`config.mk`:
```
export PLATFORM = sky130hd
export DESIGN_NAME = instr_encoder_flat
export DESIGN_NICKNAME = d
export VERILOG_FILES = /design/src/rtl/instr_encoder_if.sv /design/src/rtl/instr_encoder.sv /design/src/flat_wrapper.sv
export SDC_FILE = /design/constraint.sdc
export NUM_CORES = 1
export LEC_CHECK = 0
export CAP_MARGIN = 10
export CORE_MARGIN = 2
export CORE_UTILIZATION = 47
export DETAILED_ROUTE_END_ITERATION = 10
export PLACE_DENSITY = 0.93
export SETUP_SLACK_MARGIN = 0.4
export SLEW_MARGIN = 20
export SYNTH_ARGS = -nofsm -noshare
export SYNTH_HDL_FRONTEND = slang
export SYNTH_SLANG_ARGS = --single-unit
export TNS_END_PERCENT = 20
```
`constraint.sdc`:
```
create_clock -name clk -period 6.45 [get_ports clk]
set_input_delay 0.9675 -clock clk [delete_from_list [all_inputs] [get_ports clk]]
set_output_delay 0.9675 -clock clk [all_outputs]
set_load 0.03 [all_outputs]
```
`src/rtl/instr_encoder_if.sv`:
```
// instr_encoder_if: field-bundle input and encoded-word output handshakes of instr_encoder
//   master: producer/sink side (drives in_* and out_ready)
//   slave:  encoder side (drives in_ready and out_*)
interface instr_encoder_if #(parameter int ADDR_W = 32);
  logic              in_valid;
  logic              in_ready;
  logic [5:0]        in_op;
  logic [4:0]        in_rs;
  logic [4:0]        in_rt;
  logic [4:0]        in_rd;
  logic [4:0]        in_shamt;
  logic [5:0]        in_funct;
  logic [15:0]       in_imm;
  logic [25:0]       in_target;
  logic              out_valid;
  logic              out_ready;
  logic [31:0]       out_instr;
  logic [ADDR_W-1:0] out_addr;
  modport master(
    output in_valid, in_op, in_rs, in_rt, in_rd, in_shamt, in_funct, in_imm, in_target, out_ready,
    input  in_ready, out_valid, out_instr, out_addr
  );
  modport slave(
    input  in_valid, in_op, in_rs, in_rt, in_rd, in_shamt, in_funct, in_imm, in_target, out_ready,
    output in_ready, out_valid, out_instr, out_addr
  );
endinterface

```
`src/rtl/instr_encoder.sv`:
```
// instr_encoder: packs MIPS instruction fields into 32-bit words and streams them with byte addresses
//   clk, reset        clock and synchronous active-high reset
//   bus (slave)       in_* field bundle valid/ready, out_* word/address valid/ready
//   err               sticky flag: an illegal op/funct bundle was accepted
//   illegal_cnt       saturating count of dropped illegal bundles
module instr_encoder #(
  parameter int                DEPTH     = 2,
  parameter int                ADDR_W    = 32,
  parameter logic [ADDR_W-1:0] BASE_ADDR = '0,
  parameter int                CNT_W     = 8
) (
  input  logic             clk,
  input  logic             reset,
  instr_encoder_if.slave   bus,
  output logic             err,
  output logic [CNT_W-1:0] illegal_cnt
);
  localparam int PW = $clog2(DEPTH);
  localparam int CW = PW + 1;
  logic [31:0]       mem_q [DEPTH];
  logic [31:0]       word;
  logic [PW-1:0]     wr_q, wr_d, rd_q, rd_d;
  logic [CW-1:0]     cnt_q, cnt_d;
  logic [ADDR_W-1:0] addr_q, addr_d;
  logic              err_q, err_d;
  logic [CNT_W-1:0]  ill_q, ill_d;
  logic              is_r, is_i, is_j, legal, accept, push, pop;
  always_comb begin
    is_r   = bus.in_op == 6'b000000;
    is_j   = bus.in_op == 6'b000010;
    is_i   = bus.in_op inside {6'b100011, 6'b101011, 6'b000100, 6'b000101, 6'b001000, 6'b001101, 6'b001100};
    legal  = is_r ? bus.in_funct inside {6'b100000, 6'b100010, 6'b100100, 6'b100101, 6'b101010} : is_i | is_j;
    word   = is_r ? {bus.in_op, bus.in_rs, bus.in_rt, bus.in_rd, bus.in_shamt, bus.in_funct}
           : is_j ? {bus.in_op, bus.in_target}
           : {bus.in_op, bus.in_rs, bus.in_rt, bus.in_imm};
    accept = bus.in_valid & bus.in_ready;
    // illegal bundles complete the handshake but never reach the FIFO
    push   = accept & legal;
    pop    = bus.out_valid & bus.out_ready;
    wr_d   = push ? wr_q + PW'(1) : wr_q;
    rd_d   = pop ? rd_q + PW'(1) : rd_q;
    cnt_d  = cnt_q + CW'(push) - CW'(pop);
    addr_d = pop ? addr_q + ADDR_W'(4) : addr_q;
    err_d  = err_q | (accept & ~legal);
    ill_d  = (accept & ~legal & ~&ill_q) ? ill_q + CNT_W'(1) : ill_q;
  end
  always_ff @(posedge clk) begin
    if (reset) begin
      wr_q   <= '0;
      rd_q   <= '0;
      cnt_q  <= '0;
      addr_q <= BASE_ADDR;
      err_q  <= 1'b0;
      ill_q  <= '0;
    end else begin
      wr_q   <= wr_d;
      rd_q   <= rd_d;
      cnt_q  <= cnt_d;
      addr_q <= addr_d;
      err_q  <= err_d;
      ill_q  <= ill_d;
    end
  end
  always_ff @(posedge clk) begin
    if (push) mem_q[wr_q] <= word;
  end
  assign bus.in_ready  = cnt_q != CW'(DEPTH);
  assign bus.out_valid = cnt_q != '0;
  assign bus.out_instr = bus.out_valid ? mem_q[rd_q] : '0;
  assign bus.out_addr  = addr_q;
  assign err           = err_q;
  assign illegal_cnt   = ill_q;
endmodule

```
`src/flat_wrapper.sv`:
```
// flat-port wrapper written by rule: the top's interface ports become plain ports
module instr_encoder_flat 
#(
  parameter int                DEPTH     = 2,
  parameter int                ADDR_W    = 32,
  parameter logic [ADDR_W-1:0] BASE_ADDR = '0,
  parameter int                CNT_W     = 8
)
  (clk, reset, err, illegal_cnt, bus_in_valid, bus_in_op, bus_in_rs, bus_in_rt, bus_in_rd, bus_in_shamt, bus_in_funct, bus_in_imm, bus_in_target, bus_out_ready, bus_in_ready, bus_out_valid, bus_out_instr, bus_out_addr);
  instr_encoder_if #(.ADDR_W(ADDR_W)) bus_i ();
  input  logic clk;
  input  logic reset;
  output logic err;
  output logic [CNT_W-1:0] illegal_cnt;
  input wire logic [$bits(bus_i.in_valid)-1:0] bus_in_valid;
  input wire logic [$bits(bus_i.in_op)-1:0] bus_in_op;
  input wire logic [$bits(bus_i.in_rs)-1:0] bus_in_rs;
  input wire logic [$bits(bus_i.in_rt)-1:0] bus_in_rt;
  input wire logic [$bits(bus_i.in_rd)-1:0] bus_in_rd;
  input wire logic [$bits(bus_i.in_shamt)-1:0] bus_in_shamt;
  input wire logic [$bits(bus_i.in_funct)-1:0] bus_in_funct;
  input wire logic [$bits(bus_i.in_imm)-1:0] bus_in_imm;
  input wire logic [$bits(bus_i.in_target)-1:0] bus_in_target;
  input wire logic [$bits(bus_i.out_ready)-1:0] bus_out_ready;
  output wire logic [$bits(bus_i.in_ready)-1:0] bus_in_ready;
  output wire logic [$bits(bus_i.out_valid)-1:0] bus_out_valid;
  output wire logic [$bits(bus_i.out_instr)-1:0] bus_out_instr;
  output wire logic [$bits(bus_i.out_addr)-1:0] bus_out_addr;
  assign bus_i.in_valid = bus_in_valid;
  assign bus_i.in_op = bus_in_op;
  assign bus_i.in_rs = bus_in_rs;
  assign bus_i.in_rt = bus_in_rt;
  assign bus_i.in_rd = bus_in_rd;
  assign bus_i.in_shamt = bus_in_shamt;
  assign bus_i.in_funct = bus_in_funct;
  assign bus_i.in_imm = bus_in_imm;
  assign bus_i.in_target = bus_in_target;
  assign bus_i.out_ready = bus_out_ready;
  assign bus_in_ready = bus_i.in_ready;
  assign bus_out_valid = bus_i.out_valid;
  assign bus_out_instr = bus_i.out_instr;
  assign bus_out_addr = bus_i.out_addr;
  instr_encoder #(.DEPTH(DEPTH), .ADDR_W(ADDR_W), .BASE_ADDR(BASE_ADDR), .CNT_W(CNT_W)) u_core (.clk(clk), .reset(reset), .bus(bus_i), .err(err), .illegal_cnt(illegal_cnt));
endmodule
```
==> results.sh <==
export IMPL_status="finished clean"
export IMPL_cts_tree="yes"
export IMPL_fin_area_um2=6710
export IMPL_num_vias=3724
export IMPL_ys_types=44
export IMPL_hpwl_um=8400
export IMPL_post_route_period_util_pct=53.6
export IMPL_synthFlopType="edfxtp_1"
export IMPL_p_leak_nw=2.45
export IMPL_fin_skew_ns=0.0119
export IMPL_final_common_cell="clkdlybuf4s50_1"
export IMPL_cp_slowest_cell="or4_1"
export IMPL_clk_path_buf_depth=2
export IMPL_synth_edff_count=64
export IMPL_rows=37
export IMPL_cts_sinks=108
export IMPL_hold_class="flop to flop"
export IMPL_drc=0
export IMPL_end_kind="flop"
export IMPL_drv_cap=0
export IMPL_insertion_delay_ns=0.36
export IMPL_crit_required_ns=6.46
export IMPL_routedWlPerCell_um=16.1
export IMPL_fin_crit_ns=3.46
export IMPL_clkTransAtPathRegs_ns=0.09
export IMPL_drt_pass1_iter_count=4
export IMPL_dieArea_um2=11300
export IMPL_synth_area_um2=4920
export IMPL_postRouteAntennaNets=0
export IMPL_multi_input_area_um2=2000
export IMPL_power_density_nw_per_um2=251
export IMPL_final_cell_mix="150 x clkdlybuf4s50_1, 94 x nor2_1, 64 x edfxtp_1"
export IMPL_syn_avg_cell_area_um2=11.4
export IMPL_critPathMaxFanout=33
export IMPL_viasPerCell=5.19
export IMPL_cts_root_buf="clkbuf_8"
export IMPL_path_class="primary input to flop"
export IMPL_start_util_pct=48.1
export IMPL_netlist_instances=432
export IMPL_rrSetupSlack_ns=4.40
export IMPL_track_usage_pct=20.4
export IMPL_ys_seq_area_share_pct=56.9
export IMPL_gp_congestion=0.774
export IMPL_register_area_um2=2800
export IMPL_slew_viol_final=0
export IMPL_cts_inserted_buffers=9
export IMPL_setup_viol=0
export IMPL_async_reset_ff_share_pct=0
export IMPL_worstPathArrival_ns=3.46
export IMPL_reg2regPathDepth=6
export IMPL_hold_viol_final=0
export IMPL_hold_depth=2
export IMPL_crit_top_cell="buf_4"
export IMPL_worstSetupStartpoint="bus_in_op[5]"
export IMPL_die_w_um=106
export IMPL_vdd_drop_max_mv=0.155
export IMPL_grt_pass1_vias=3810
export IMPL_drive_gt1_share_pct=7.04
export IMPL_gr_total_overflow=0
export IMPL_fin_tns_setup_ns=0
export IMPL_max_stage_delay_ns=0.56
export IMPL_yosysWarningCount=0
export IMPL_path_cells="clkdlybuf4s50_1 -> or4_1 -> or3_1 -> buf_4 -> nor2_8 -> o21a_2 -> and2_1 -> buf_4"
export IMPL_critical_path_startpoint_type="primary input"
export IMPL_place_area_um2=6530
export IMPL_relSlewSlack_pct=35.5
export IMPL_antenna_found_initial=0
export IMPL_post_cts_resized=0
export IMPL_fmax_mhz=289
export IMPL_rr_startpoint="u_core.cnt_q[1]$_SDFF_PP0_"
export IMPL_hold_start="u_core.err$_SDFF_PP0_"
export IMPL_fillers=753
export IMPL_post_cts_setup_buffers=0
export IMPL_pin_count=153
export IMPL_grt_pass1_wl_um=18200
export IMPL_io_buffer_count=150
export IMPL_htreeDepth=3
export IMPL_diodes=0
export IMPL_tightest_slew_ns=0.968
export IMPL_die_h_um=106
export IMPL_synthToLayoutAreaGrowth_pct=36.4
export IMPL_fin_nets=660
export IMPL_rsz0062_at_grt="false"
export IMPL_cts_hold_buf=0
export IMPL_wirelength_um=11500
export IMPL_core_area_um2=10200
export IMPL_drt_iter0_drc=123
export IMPL_ys_ff_latch=108
export IMPL_grt_max_degree=49
logic make-up (layout without fill, tap and decap cells):
| family | Yosys count | after routing | synth area share, % |
|---|---|---|---|
| multiplexers | 64 | 64 | 13.4 |
| adder cells (fa/ha/maj) | 4 | 4 | 1.02 |
| flip-flops | 108 | 108 | 56.9 |
| AO/OA/AOI/OAI | 32 | 32 | 3.84 |
| AND/OR/NAND/NOR | 165 | 165 | 16.3 |
| buffers and inverters | 26 | 175 | 2.69 |
| XOR/XNOR | 32 | 32 | 5.69 |
| other | 1 | 2 | 0.0762 |
state kept, by name, indices dropped and copies added, names as in the netlist, named ones only:
register and cells:
u_core.bus.out_addr 30, u_core.cnt_q 2, u_core.err 1, u_core.illegal_cnt 8
u_core.mem_q 64, u_core.rd_q 1, u_core.wr_q 1
metrics by stage:
| step | setup slack (ns) | hold WS, ns | power (mW) | utilization [%] | std cells |
|---|---|---|---|---|---|
| after detailed placement | 2.63 | 0.465 | 1.33 | 63.9 | 703 |
| after floorplan | 1.61 | 0.481 | 1.10 | - | 433 |
| after global routing | 2.91 | 0.547 | 1.76 | 65.6 | 718 |
| after CTS | 3.03 | 0.501 | 1.70 | 65.6 | 718 |
| after global placement | 2.68 | 0.463 | 1.32 | 63.9 | 703 |
| final | 2.99 | 0.492 | 1.69 | 65.6 | 718 |
critical path, delay by kind of cell:
kind	cells	cell delay [ns]
buffers and inverters	3	1.11
AO/OA/AOI/OAI	1	0.16
AND/OR/NAND/NOR	4	1.17
synth_stat cells (2+ instances only):
| cell type | n | area (um^2) |
|---|---|---|
| dfxtp_1 | 44 | 881 |
| nand3_1 | 11 | 55.1 |
| or3_1 | 3 | 18.8 |
| ha_1 | 4 | 50.1 |
| mux2i_1 | 51 | 510 |
| nand2b_1 | 3 | 18.8 |
| buf_6 | 3 | 33.8 |
| and4_1 | 5 | 43.8 |
| buf_1 | 4 | 15.0 |
| nand4b_1 | 2 | 17.5 |
| nor2_1 | 95 | 357 |
| inv_1 | 4 | 15.0 |
| edfxtp_1 | 64 | 1920 |
| a21oi_1 | 20 | 100 |
| clkbuf_1 | 11 | 41.3 |
| and2_1 | 5 | 31.3 |
| nand2_1 | 11 | 41.3 |
| nor2b_1 | 5 | 31.3 |
| buf_4 | 3 | 22.5 |
| mux2_1 | 3 | 33.8 |
| xor2_1 | 23 | 201 |
| o21ai_0 | 3 | 15.0 |
| a31oi_1 | 2 | 12.5 |
| mux2_2 | 9 | 101 |
| a31o_2 | 2 | 17.5 |
| and3_1 | 6 | 37.5 |
| nor3b_1 | 2 | 15.0 |
| xnor2_1 | 9 | 78.8 |
| nand4_1 | 10 | 62.6 |
path summary, 6_finish.rpt:
check / endpoint
min reg2reg: u_core.err$_SDFF_PP0_
min: u_core.err$_SDFF_PP0_
max: u_core.mem_q[1][3]$_DFFE_PP_
max reg2reg: u_core.bus.out_addr[23]$_SDFFE_PP0P_
layer usage:
metal | share of wire, % | routed length [um] | up-vias | track usage [%]
met3 | 11 | 1230 | 2 | 7.17
li1 | - | - | 1805 | -
met1 | 39 | 4480 | 1768 | 22.8
met2 | 50 | 5810 | 149 | 37.5
met5 | 0 | 0 | - | 0
met4 | 0.16 | 18 | 0 | 3.85
layout make-up:
| type | count | share of cell area [%] |
|---|---|---|
| flip-flops and latches | 108 | 41.8 |
| inverters | 4 | 0.224 |
| multi-input cells | 299 | 29.8 |
| clock buffers | 9 | 1.84 |
| clock inverters | 6 | 0.839 |
| repair buffers | 156 | 23.0 |
| well taps | 136 | 2.53 |
power breakdown:
group | internal (mW) | total (mW) | switching (mW)
logic | 0.234 | 0.519 | 0.285
clock network | 0.147 | 0.379 | 0.232
registers | 0.751 | 0.788 | 0.0364
Note: power is estimated with default switching activity, not from simulation.
